--- src/rtl/hazard_unit.sv ---
// Hazard unit for the 5-stage ARM-subset pipeline: operand forwarding, load-use stalls,
// branch/PC-write flushes, data-memory wait freezing and saturating hazard statistics.
module hazard_unit #(
    parameter int CNT_W       = 16,
    parameter int MEM_TIMEOUT = 64
) (
    input  logic             clk,
    input  logic             reset,
    input  logic             Match_1E_M,
    input  logic             Match_1E_W,
    input  logic             Match_2E_M,
    input  logic             Match_2E_W,
    input  logic             Match_12D_E,
    input  logic             RegWriteM,
    input  logic             RegWriteW,
    input  logic             MemtoRegE,
    input  logic             BranchTakenE,
    input  logic             PCWrPendingF,
    input  logic             PCSrcW,
    input  logic             MemReqM,
    input  logic             MemReadyM,
    output logic [1:0]       ForwardAE,
    output logic [1:0]       ForwardBE,
    output logic             StallF,
    output logic             StallD,
    output logic             StallE,
    output logic             StallM,
    output logic             FlushD,
    output logic             FlushE,
    output logic             FlushW,
    output logic             mem_timeout,
    output logic [CNT_W-1:0] ldstall_cnt,
    output logic [CNT_W-1:0] flush_cnt
);

    localparam int WAIT_W = $clog2(MEM_TIMEOUT + 1);

    typedef enum logic [1:0] {
        RUN     = 2'd0,
        MEMWAIT = 2'd1,
        PCDRAIN = 2'd2
    } state_t;

    state_t            r_state;
    state_t            w_next_state;
    logic [WAIT_W-1:0] r_wait_cnt;
    logic              r_mem_timeout;
    logic [CNT_W-1:0]  r_ldstall_cnt;
    logic [CNT_W-1:0]  r_flush_cnt;

    logic w_ldstall;
    logic w_mem_miss;
    logic w_freeze;
    logic w_timeout_hit;
    logic w_ldstall_event;

    assign w_ldstall  = Match_12D_E & MemtoRegE;
    assign w_mem_miss = MemReqM & ~MemReadyM;

    // A fresh miss freezes the pipe in the same cycle, before the state register catches up.
    assign w_freeze = reset & (w_mem_miss | ((r_state == MEMWAIT) & ~MemReadyM));

    assign w_timeout_hit   = w_freeze & (r_wait_cnt >= WAIT_W'(MEM_TIMEOUT - 1));
    assign w_ldstall_event = reset & ~w_freeze & w_ldstall;

    // NOTE: every always_comb assigns all of its outputs first so no path can infer a latch.
    always_comb begin
        w_next_state = r_state;
        if (w_mem_miss) begin
            w_next_state = MEMWAIT;
        end else begin
            case (r_state)
                MEMWAIT: if (MemReadyM) w_next_state = PCWrPendingF ? PCDRAIN : RUN;
                RUN:     if (PCWrPendingF) w_next_state = PCDRAIN;
                PCDRAIN: if (PCSrcW & ~PCWrPendingF) w_next_state = RUN;
                default: w_next_state = RUN;
            endcase
        end
    end

    always_comb begin
        ForwardAE = 2'b00;
        ForwardBE = 2'b00;
        StallF    = 1'b0;
        StallD    = 1'b0;
        StallE    = 1'b0;
        StallM    = 1'b0;
        FlushD    = 1'b0;
        FlushE    = 1'b0;
        FlushW    = 1'b0;
        if (!reset) begin
            FlushD = 1'b1;
            FlushE = 1'b1;
            FlushW = 1'b1;
        end else begin
            if (Match_1E_M & RegWriteM)      ForwardAE = 2'b10;
            else if (Match_1E_W & RegWriteW) ForwardAE = 2'b01;
            if (Match_2E_M & RegWriteM)      ForwardBE = 2'b10;
            else if (Match_2E_W & RegWriteW) ForwardBE = 2'b01;

            if (w_freeze) begin
                StallF = 1'b1;
                StallD = 1'b1;
                StallE = 1'b1;
                StallM = 1'b1;
                FlushW = 1'b1;
            end else begin
                StallF = w_ldstall | PCWrPendingF;
                StallD = w_ldstall;
                FlushD = PCWrPendingF | PCSrcW | BranchTakenE;
                FlushE = w_ldstall | BranchTakenE;
            end
        end
    end

    // NOTE: sequential state uses non-blocking assignments so all registers update from pre-edge values.
    always_ff @(posedge clk) begin
        if (!reset) begin
            r_state       <= RUN;
            r_wait_cnt    <= '0;
            r_mem_timeout <= 1'b0;
            r_ldstall_cnt <= '0;
            r_flush_cnt   <= '0;
        end else begin
            r_state <= w_next_state;

            if (w_freeze) begin
                if (r_wait_cnt != WAIT_W'(MEM_TIMEOUT)) r_wait_cnt <= r_wait_cnt + WAIT_W'(1);
            end else begin
                r_wait_cnt <= '0;
            end
            if (w_timeout_hit) r_mem_timeout <= 1'b1;

            if (w_ldstall_event && (r_ldstall_cnt != '1)) r_ldstall_cnt <= r_ldstall_cnt + CNT_W'(1);
            if (FlushE && (r_flush_cnt != '1))            r_flush_cnt   <= r_flush_cnt + CNT_W'(1);
        end
    end

    // The timeout is visible during the very cycle the wait length reaches the limit.
    assign mem_timeout = r_mem_timeout | w_timeout_hit;
    assign ldstall_cnt = r_ldstall_cnt;
    assign flush_cnt   = r_flush_cnt;

endmodule

--- config.mk ---
export PLATFORM = sky130hd
export DESIGN_NAME = hazard_unit
export DESIGN_NICKNAME = d
export VERILOG_FILES = /design/src/rtl/hazard_unit.sv
export SDC_FILE = /design/constraint.sdc
export NUM_CORES = 1
export LEC_CHECK = 0
export BUFFER_PORTS_ARGS = -buffer_cell sky130_fd_sc_hd__buf_2
export CORE_ASPECT_RATIO = 0.9
export CORE_UTILIZATION = 52
export DETAILED_ROUTE_END_ITERATION = 8
export HOLD_SLACK_MARGIN = 0.12
export PLACE_DENSITY = 0.79
export SYNTH_ARGS = -nofsm -noshare
export SYNTH_HDL_FRONTEND = slang
export SYNTH_SLANG_ARGS = --single-unit
--- constraint.sdc ---
create_clock -name clk -period 2.9 [get_ports clk]
set_clock_uncertainty 0.15 [all_clocks]
set_input_delay 0.87 -clock clk [delete_from_list [all_inputs] [get_ports clk]]
set_output_delay 0.87 -clock clk [all_outputs]
set_load 0.02 [all_outputs]
# Yosys cells after proc, flatten, opt, wreduce, memory -nomap -nowiden
# Index checks and enable logic that the tools add are counted.
totals:
  register_bits: 42
  inputBits: 15
  output_inout_bits: 44
  wordCells: 73
op_classes:
  add_sub_neg: 3
  order_cmp: 1
  eq_ne: 11
  muxes: 23
  bitwise: 22
  n_reduce_logical: 7
ops:
  columns: ["op", "count"]
  rows:
  - ["$add 16x1->16 const B", 2]
  - ["$ne 16x16->1 const B", 2]
  - ["$mux 2", 8]
  - ["$mux 1", 14]
  - ["$and 1x1->1", 12]
  - ["$ne 3x3->1 const B", 3]
  - ["$add 7x1->7 const B", 1]
  - ["$ge 7x6->1 const B", 1]
  - ["$ne 7x7->1 const B", 1]
  - ["$ne 2x2->1 const B", 3]
  - ["$or 1x1->1", 6]
  - ["$pmux 2 s3", 1]
  - ["$reduce_and 3->1", 2]
  - ["$not 1->1", 4]
  - ["$eq 2x1->1 const B", 1]
  - ["$eq 2x2->1 const B", 1]
  - ["$logic_and 1x1->1", 2]
  - ["$logic_not 2->1", 1]
  - ["$reduce_and 2->1", 1]
  - ["$reduce_or 2->1", 1]

# Longest topological paths before layout
# Gate-level depths: netlist (run 1).
logic_depth:
  depth_word: 8
  mapped_depth: 6
  ltp_nobuf: 6

# Worst setup path after synthesis (run 1)
# OpenSTA, ideal clock, no wires.
synth_timing:
  kind: "input -> output"
  from: "input port MemReqM"
  to: "output port StallF"
  arrival_time_ns: 1.983
  t_required_ns: 1.880
  path_slack_ns: -0.103
  cell_stages: 5
  n_path_buf: 0
  cell_sequence: "inv_1 > a21oi_1 > nor2_1 > nor2_1 > a21o_1"
synth_via:
  elab_chain_cells: 5
synth_rtl:
  columns: ["item", "line_no", "rtl"]
  rows:
  - ["start, declared", "20", "input logic MemReqM,"]
  - ["$and 1x1->1", "58", "assign w_mem_miss = MemReqM & ~MemReadyM;"]
  - ["$or 1x1->1", "61", "assign w_freeze = reset & (w_mem_miss | ((r_state == MEMWAIT) & ~MemReadyM));"]
  - ["$and 1x1->1", "61", null]
  - ["$mux 1", "101", "if (w_freeze) begin"]
  - ["$mux 1", "91", "if (!reset) begin"]
  - ["end, declared", "24", "output logic StallF,"]
# No other way between the ends.

# Worst setup path in the final report (run 1)
layout_timing:
  from: "input port MemReqM"
  to: "output port mem_timeout"
layout_via:
  elab_chain_cells: 5
layout_rtl:
  columns: ["item", "line_no", "rtl"]
  rows:
  - ["$and 1x1->1", "58", null]
  - ["$or 1x1->1", "61", null]
  - ["$and 1x1->1", "61", null]
  - ["$and 1x1->1", "63", "assign w_timeout_hit = w_freeze & (r_wait_cnt >= WAIT_W'(MEM_TIMEOUT - 1));"]
  - ["$or 1x1->1", "140", "assign mem_timeout = r_mem_timeout | w_timeout_hit;"]
  - ["end, declared", "31", "output logic mem_timeout,"]
# No other way between the ends.

==> results.rst, run 1 <==
.. list-table::
   :header-rows: 1

   * - Metric
     - Value
   * - Flops & latches, synth
     - 42
   * - Full die area
     - 0.00448 mm^2
   * - Cell type contributing the most total cell area after synthesis
     - dfxtp_1
   * - Top cells by instance count after synthesis
     - 42 x dfxtp_1, 27 x nand2_1, 24 x nor2_1
   * - Antenna violations before repair
     - 0
   * - Slew at the pin with the worst max-slew slack
     - between 0.5 and 0.6 ns
   * - Post-place setup slack
     - 0.163 ns
   * - Average cell area after synthesis
     - 8.46 um^2
   * - Sink count of the clock tree
     - 42
   * - Count of final hold-check violations
     - 0
   * - Initial DRC Count
     - approximately 130
   * - First drt pass iteration count
     - 4
   * - Cell mode on critical path
     - buf_2
   * - Count leader, synth
     - dfxtp_1
   * - Met2 layer usage reported by global route
     - 39.5%
   * - Later-pin clock latency in the skew report
     - approximately 0.30 ns
   * - Category of the most critical setup path
     - in -> out
   * - Tmin final
     - 2.74 ns
   * - YS warnings
     - 0
   * - Vias in the first global route
     - 1,948
   * - Clk Tree Root Cell
     - clkbuf_8
   * - Headroom to the max-slew limit
     - 66.0%
   * - Critical Path Source Type
     - input pin
   * - Count of port buffers added during placement
     - a little under 60
   * - HPWL Detailed
     - 3660 um
   * - Max Buffers Root-to-Sink
     - 2
   * - Unrepaired setup endpoints after global routing
     - false
   * - Top cell type's share of synthesized area
     - 38.4%
   * - Number of enable flip-flop cells after synthesis
     - 0
   * - Vias per cell
     - 5.65
   * - Post-Syn Nets
     - 278
   * - First-pass GRT wire length
     - 8780 um
   * - Max frequency
     - roughly 0.36 GHz
   * - LEAKAGE
     - about 1.2 nW
   * - Row cnt
     - 22
   * - Sequential element share of the synthesized area
     - between 30% and 40%
   * - DRC violation count after routing
     - 0
   * - Total Wirelength
     - 4970 um
   * - Antenna-violating nets left
     - 0
   * - GRT Residual Overflow
     - 0
   * - Hold buffer count at CTS
     - 0
   * - Total routing usage reported by global routing
     - 24.4%
   * - FF-to-FF setup slack
     - 0.79 ns
   * - FFs w/ async S/R, synth
     - 0%
   * - CTS tree
     - built
   * - Count of pins on the block boundary
     - 59
   * - Largest net degree at the start of global routing
     - 24
   * - Worst min-delay path category
     - reg -> reg
   * - Initial cell density of the core
     - between 50% and 60%
   * - Max-cap violation count
     - 0
   * - Critical path's top delay family
     - compound AO/OA/AOI/OAI gates
   * - Top fanout value on the critical path
     - 6
   * - Worst EP arrival
     - ~1.7 ns
   * - Nets
     - 344
   * - Detail-routed net length per standard cell
     - 13.3 um
   * - Met3 routing resource usage after global routing
     - 4.48%
   * - Power per standard cell area
     - 439 mW/mm^2
   * - Core Footprint
     - 0.00405 mm^2
   * - Count of cell types in the netlist
     - 51
   * - Result of the run
     - finished, final reports clean
   * - Most instantiated flip-flop cell in the synthesis netlist
     - dfxtp_1
   * - Setup TNS
     - 0 ns
   * - Met1 Use GR
     - 31.6%
   * - Delay of the slowest cell on the worst path
     - 0.34 ns
   * - Setup fix buffers added after clock tree synthesis
     - 0
   * - Netlist area before placement
     - 0.00219 mm^2
   * - Slowest stage cell, crit path
     - a211o_1
   * - Diodes inserted
     - 0
   * - Post-cts gate resize count
     - 0
   * - Via count
     - 2,114
   * - Weighted congestion reported at the end of routability-driven placement
     - 0.819
   * - Area delta synth->final
     - 21.9%
   * - Clock-pin slew on the worst setup and hold paths
     - approximately 0.08 ns
   * - Max-slew violation count
     - 0
   * - Die extent in x
     - 70.4 um
   * - Layout fillers
     - 358
   * - Post-Syn Instances
     - 259
   * - Final setup violating endpoints
     - 0
   * - Fin worst setup slack
     - 0.158 ns
   * - Share of post-route cells with drive strength above 1
     - ~25%
   * - IR drop worst, VDD
     - 333 uV
   * - Number of buffers added by the clock tree synthesis step
     - 5
   * - Ratio of final minimum period to clock period
     - 94.6%
   * - Required time of the critical path
     - 1.88 ns
   * - Biggest area contributors in the synthesized netlist
     - dfxtp_1 38%, nand2_1 4.6%, nand3_1 4.1%
   * - Gr busiest metal
     - met2
   * - Kind of capture point of the worst setup path
     - output pin
   * - Sequence of cells on the critical path
     - buf_2 -> inv_1 -> a211o_1 -> o21bai_1 -> buf_2
   * - Die boundary height
     - 63.6 um
   * - H-tree lvl count
     - 2
   * - CP Buf/Inv Count
     - 3
[worst min-delay path, stage by stage, from the launching register on]
cell and delay [ns]:
dfxtp_1 0.34, inv_1 0.06, a21oi_1 0.05
[flip-flops by register name, indices dropped and copies added, names as in the netlist]
register	count
r_wait_cnt	7
ldstall_cnt	16
r_mem_timeout	1
flush_cnt	16
r_state	2
[path summary, 6_finish.rpt]
path / startpoint / to / cells after the start
max: MemReqM / mem_timeout / 5
min reg2reg: ldstall_cnt[12] / ldstall_cnt[12] / 2
max reg2reg: ldstall_cnt[2] / ldstall_cnt[15] / 5
min: ldstall_cnt[12] / ldstall_cnt[12] / 2
[area by class of cell]
cell class                 count  area, um^2  area share [%]
multi-input combinational    197        1260            47.3
sequential                    42         841            31.5
timing repair buffer          66         350            13.1
clock buffer                   7        76.3            2.86
tap                           48        60.1            2.25
inverter                      13        48.8            1.83
clock inverter                 1        30.0            1.12
[layout by cell type (no fill, tap or decap), types with 2 or more instances in the layout]
| cell type | instances |
|---|---|
| o21ai_0 | 5 |
| or3_1 | 2 |
| buf_4 | 8 |
| o31ai_1 | 8 |
| mux2i_1 | 8 |
| a21o_1 | 2 |
| o311a_1 | 2 |
| a21oi_1 | 15 |
| nand2_1 | 27 |
| xor2_1 | 4 |
| nor4_1 | 3 |
| nand3_1 | 18 |
| dfxtp_1 | 42 |
| nor2_1 | 24 |
| clkbuf_8 | 5 |
| and2_1 | 2 |
| nor3_1 | 7 |
| or4_1 | 7 |
| inv_1 | 13 |
| o21bai_1 | 3 |
| buf_2 | 58 |
| nand2b_1 | 3 |
| o211ai_1 | 4 |
| nand4_1 | 9 |
| and4_1 | 3 |
| clkbuf_1 | 2 |
| and3_1 | 7 |
| ha_1 | 4 |
| xnor2_1 | 8 |
[per-layer routing]
metal	vias to the layer above	share of wire, %
met5	-	0
li1	1075	-
met4	0	1.9
met1	983	47
met2	45	47
met3	11	4.4
[kinds of logic after synthesis]
group	after synthesis	share of synthesized area (%)
simple gates	125	31.4
compound gates	48	15.4
flops	42	38.4
buf+inv	20	4.11
xor+xnor	12	4.80
mux	8	3.66
fa+ha+maj	4	2.28
[where the power goes]
part	leakage (nW)	total (mW)	internal (mW)	switching (mW)
logic	0.802	0.117	0.0442	0.0727
registers	0.339	0.596	0.585	0.0112
clock network	0.0524	0.460	0.258	0.202
[stage by stage]
stage	instances	util, %	total power, mW	hold WS, ns	area [um^2]
after global routing	374	66.0	1.21	0.366	2670
after CTS	374	66.0	1.18	0.340	2670
after floorplan	259	-	0.680	0.322	2190
after detailed placement	366	63.4	0.726	0.328	2560
final	374	66.0	1.17	0.333	2670
after global placement	366	63.4	0.724	0.324	2560
No activity file was read; power rests on OpenSTA's default activity.
==> run 2, diff against run 1 <==
Settings changed: CORE_UTILIZATION 52 to 54, PLACE_DENSITY 0.79 to 0.82, REMOVE_ABC_BUFFERS from default to 1.
Clock period 2.9 ns to 3.21 ns, I/O delays scaled along.
==> results.rst, run 2 (synthesis gave the netlist of run 1 again) <==
.. list-table::
   :header-rows: 1

   * - Metric
     - Value
   * - Clock-pin slew on the worst setup and hold paths
     - 0.07 ns
   * - H-tree lvl count
     - 2
   * - GRT Residual Overflow
     - 0
   * - Clk Tree Root Cell
     - clkbuf_8
   * - Layout fillers
     - 321
   * - Number of buffers added by the clock tree synthesis step
     - 5
   * - Sequential fraction of design power
     - 56.4%
   * - First-pass GRT wire length
     - around 8400 um
   * - Initial cell density of the core
     - a little under three fifths
   * - Most common cell after layout, fill and taps aside
     - buf_2
   * - Hold buffer count at CTS
     - 0
   * - Antenna violations before repair
     - 0
   * - Sink count of the clock tree
     - 42
   * - Required time of the critical path
     - 2.10 ns
   * - Unrepaired setup endpoints after global routing
     - false
   * - CP Capture Point
     - StallF
   * - Area delta synth->final
     - 19.5%
   * - Largest net degree at the start of global routing
     - 20
   * - Weighted congestion reported at the end of routability-driven placement
     - approximately 0.82
   * - Max Buffers Root-to-Sink
     - 2
   * - Final setup violating endpoints
     - 0
   * - Antenna-violating nets left
     - 0
   * - Launching point of the worst reg2reg path
     - flush_cnt[2]
   * - LEAKAGE
     - 1.17 nW
   * - Die boundary height
     - 62.4 um
   * - Via count
     - approximately 2,100
   * - Post-cts gate resize count
     - 0
   * - FF-to-FF setup slack
     - 1.13 ns
   * - Top fanout value on the critical path
     - 4
   * - Max-cap violation count
     - 0
   * - Commonest non-fill, non-tap cells in the layout
     - 58 x buf_2, 42 x dfxtp_1, 27 x nand2_1
   * - Total Wirelength
     - about 4900 um
   * - Detail-routed net length per standard cell
     - between 10 and 15 um
   * - Clock power frac
     - 32.9%
   * - Diodes inserted
     - 0
   * - Fin worst setup slack
     - approximately 0.21 ns
   * - Area taken by flip-flops and latches
     - roughly 840 um^2
   * - Result of the run
     - finished, final reports clean
   * - Share of post-route cells with drive strength above 1
     - 24.5%
   * - Die extent in x
     - 69.1 um
   * - Count of final hold-check violations
     - 0
   * - Vias in the first global route
     - 1,879
   * - Area of the multi-input gates
     - 0.00126 mm^2
   * - RR Endpoint
     - flush_cnt[13]
   * - Launch point of the worst path
     - MemReqM
   * - Later-pin clock latency in the skew report
     - 0.29 ns
   * - Switching share of power
     - 25.0%
   * - Logic pwr share
     - 10.8%
   * - Power per standard cell area
     - about 360 mW/mm^2
   * - Worst reg-to-reg path cell count
     - 5
   * - IR drop worst, VDD
     - 272 uV
   * - Total routing usage reported by global routing
     - 23.6%
   * - Count of port buffers added during placement
     - 58
   * - Worst EP arrival
     - 1.89 ns
   * - CTS tree
     - built
   * - Worst Hold Slack
     - 0.330 ns
   * - Tmin final
     - 3.00 ns
   * - HPWL Detailed
     - ~3600 um
   * - Count of pins on the block boundary
     - 59
   * - Core Footprint
     - 0.00381 mm^2
   * - Ratio of final minimum period to clock period
     - just over 90%
   * - Nets
     - ~340
   * - Row cnt
     - 21
   * - Setup TNS
     - 0 ns
   * - Headroom to the max-slew limit
     - 67.4%
   * - Max-slew violation count
     - 0
   * - Full die area
     - 0.00432 mm^2
   * - Setup fix buffers added after clock tree synthesis
     - 0
   * - Initial DRC Count
     - between 100 and 150
   * - Max frequency
     - ~0.33 GHz
   * - Count of cells along the worst hold path
     - 2
   * - DRC violation count after routing
     - 0
   * - First drt pass iteration count
     - 5
   * - Post-place setup slack
     - 0.229 ns
   * - Vias per cell
     - 5.73
   * - Slew at the pin with the worst max-slew slack
     - 0.486 ns
   * - Cell Count, Final, Fillers Out
     - 369
   * - Power dissipated by switching net loads
     - 238 uW
   * - Critical Path Source Type
     - input pin
   * - Worst min-delay path category
     - reg -> reg
   * - Placed insts
     - 362
   * - Cell-internal power
     - 716 uW
   * - Category of the most critical setup path
     - in -> out
   * - Kind of capture point of the worst setup path
     - output pin
run 2: area by class of cell:
cell class / count / share of cell area (%)
Multi-Input combinational cell: 197 / 48.1
Sequential cell: 42 / 32.1
Timing Repair Buffer: 64 / 12.8
Clock buffer: 7 / 2.91
Tap cell: 46 / 2.20
Inverter: 13 / 1.86
run 2: critical path: stages:
cell	delay [ns]
buf_2	0.07
inv_1	0.06
a21oi_1	0.34
nor2_1	0.07
nor2_1	0.13
a21o_1	0.10
buf_2	0.15
run 2: worst min-delay path by stage:
stage	start	end
6_report	ldstall_cnt[12]	ldstall_cnt[12]
5_1_grt	ldstall_cnt[12]	ldstall_cnt[12]
4_1_cts	ldstall_cnt[12]	ldstall_cnt[12]
3_5_place_dp	ldstall_cnt[12]	ldstall_cnt[12]
3_3_place_gp	ldstall_cnt[12]	ldstall_cnt[12]
2_1_floorplan	r_wait_cnt[6]	r_wait_cnt[6]
run 2: per-stage QoR:
| stage | power (mW) | utilization, % | instance area, um^2 |
|---|---|---|---|
| 6_report | 0.955 | 68.7 | 2620 |
| 5_1_grt | 1.00 | 68.7 | 2620 |
| 4_1_cts | 0.963 | 68.7 | 2620 |
| 3_5_place_dp | 0.652 | 66.7 | 2540 |
| 3_3_place_gp | 0.650 | 66.7 | 2540 |
| 2_1_floorplan | 0.607 | - | 2150 |
run 2: routing by layer:
layer  vias to the layer above  global-route usage, %  wire length [um]
li1                       1078                      -                 -
met1                       976                   32.0              2360
met2                        56                   37.1              2260
met3                         4                   6.45               224
met4                         0                   6.12                17
met5                         -                      0                 0
run 2: power groups by stage:
stage | clock network [mW] | logic (mW) | registers, mW
after floorplan | 0 | 0.0518 | 0.555
after global placement | 0 | 0.100 | 0.550
after detailed placement | 0 | 0.102 | 0.550
after CTS | 0.322 | 0.103 | 0.538
after global routing | 0.348 | 0.113 | 0.539
final | 0.314 | 0.103 | 0.538
==> run 3, diff against run 2 <==
Settings changed: RECOVER_POWER from default to 100.
==> results.rst, run 3 (synthesis gave the netlist of run 1 again) <==
.. list-table::
   :header-rows: 1

   * - Metric
     - Value
   * - Count of port buffers added during placement
     - 58
   * - Antenna violations before repair
     - 0
   * - Result of the run
     - finished, final reports clean
   * - Number of buffers added by the clock tree synthesis step
     - 5
   * - Cell Count, Final, Fillers Out
     - 369
   * - Post-cts gate resize count
     - 0
   * - Max-slew violation count
     - 0
   * - Hold buffer count at CTS
     - 0
   * - Share of post-route cells with drive strength above 1
     - 8.67%
   * - Count of final hold-check violations
     - 0
   * - Worst Hold Slack
     - 0.340 ns
   * - CTS tree
     - built
   * - Fin worst setup slack
     - roughly 0.21 ns
   * - Area of all placed cells without fillers
     - 0.00251 mm^2
   * - Max frequency
     - 0.333 GHz
   * - Sink count of the clock tree
     - 42
   * - Nets
     - 342
   * - Worst EP arrival
     - ~1.9 ns
   * - Total power after layout
     - 950 uW
   * - Core Footprint
     - 0.00381 mm^2
   * - Total Wirelength
     - 4880 um
   * - Area delta synth->final
     - 14.7%
   * - Post-place setup slack
     - 0.229 ns
   * - Final setup violating endpoints
     - 0
   * - Unrepaired setup endpoints after global routing
     - false
   * - IR drop worst, VDD
     - between 200 and 300 uV
   * - Setup TNS
     - 0 ns
   * - Total routing usage reported by global routing
     - roughly a quarter
   * - Initial cell density of the core
     - 57.5%
   * - Power per standard cell area
     - 378 mW/mm^2
   * - Via count
     - 2,117
   * - Die boundary height
     - 62.4 um
   * - Layout fillers
     - 355
   * - Largest net degree at the start of global routing
     - 20
   * - LEAKAGE
     - 0.936 nW
   * - First drt pass iteration count
     - 4
   * - Max Buffers Root-to-Sink
     - 2
   * - Critical Path Source Type
     - input pin
   * - Top fanout value on the critical path
     - 7
   * - Clk Tree Root Cell
     - clkbuf_8
   * - Initial DRC Count
     - 104
   * - DRC violation count after routing
     - 0
   * - First-pass GRT wire length
     - ~8400 um
   * - Diodes inserted
     - 0
   * - Vias per cell
     - 5.74
   * - Max-cap violation count
     - 0
   * - Worst min-delay path category
     - reg -> reg
   * - Antenna-violating nets left
     - 0
   * - Full die area
     - 0.00432 mm^2
   * - Vias in the first global route
     - 1,879
   * - Setup fix buffers added after clock tree synthesis
     - 0
   * - Headroom to the max-slew limit
     - a little under half
   * - Later-pin clock latency in the skew report
     - 0.29 ns
   * - Kind of capture point of the worst setup path
     - output pin
   * - Slowest stage cell, crit path
     - a211o_1
   * - Required time of the critical path
     - 2.10 ns
   * - GRT Residual Overflow
     - 0
   * - Sequence of cells on the critical path
     - buf_2 -> a211o_1 -> o21bai_1 -> clkbuf_1
   * - H-tree lvl count
     - 2
   * - Placed Instance Area
     - around 0.0025 mm^2
   * - Commonest non-fill, non-tap cells in the layout
     - 47 x clkbuf_1, 42 x dfxtp_1, 27 x nand2_1
   * - Most common cell after layout, fill and taps aside
     - clkbuf_1
   * - Weighted congestion reported at the end of routability-driven placement
     - 0.815
   * - Category of the most critical setup path
     - in -> out
   * - Row cnt
     - 21
   * - Placed insts
     - 362
   * - Delay of the slowest cell on the worst path
     - 0.35 ns
   * - Slew at the pin with the worst max-slew slack
     - 0.779 ns
   * - Ratio of final minimum period to clock period
     - between 90% and 100%
   * - Die extent in x
     - 69.1 um
   * - Count of pins on the block boundary
     - 59
   * - Core Util, Final
     - 65.9%
   * - HPWL Detailed
     - 3600 um
   * - Clock-pin slew on the worst setup and hold paths
     - roughly 0.07 ns
   * - Tmin final
     - approximately 3 ns
   * - Detail-routed net length per standard cell
     - 13.2 um
-- run 3: cell types whose count changed in the layout (fill, tap and decap cells not counted), moves of 2 or more --
cell,before,now
clkbuf_1,2,47
buf_2,58,15
buf_4,6,4
o211ai_1,4,6
-- run 3: worst paths after layout --
path / from / to / slack [ns] / cells after the start
hold / removal: ldstall_cnt[12] / ldstall_cnt[12] / 0.34 / 2
setup reg to reg: ldstall_cnt[2] / ldstall_cnt[8] / 0.83 / 5
hold reg to reg: ldstall_cnt[12] / ldstall_cnt[12] / 0.34 / 2
setup / recovery: MemReadyM / mem_timeout / 0.21 / 4
-- run 3: critical path, delay by kind of cell --
family	cells	cell delay, ns
buffers and inverters	2	0.38
AO/OA/AOI/OAI	2	0.55
-- run 3: routing by layer --
metal | up-vias | track usage [%] | part of all wire, %
li1 | 1074 | - | -
met1 | 980 | 32.0 | 47
met2 | 61 | 37.1 | 47
met3 | 2 | 6.45 | 5.5
met4 | 0 | 6.12 | 0.18
met5 | - | 0 | 0
-- run 3: layout make-up --
cell class,count,area [um^2],area share [%]
Inverter,13,48.8,1.94
Clock buffer,7,76.3,3.04
Sequential cell,42,841,33.5
Timing Repair Buffer,64,274,10.9
Tap cell,46,57.6,2.29
Multi-Input combinational cell,197,1210,48.4
-- run 3: power breakdown --
group / switching [mW] / internal, mW / leakage (nW)
clock: 0.165 / 0.150 / 0.0383
combinational: 0.0638 / 0.0334 / 0.558
sequential: 0.00946 / 0.529 / 0.339
total: 0.238 / 0.712 / 0.936
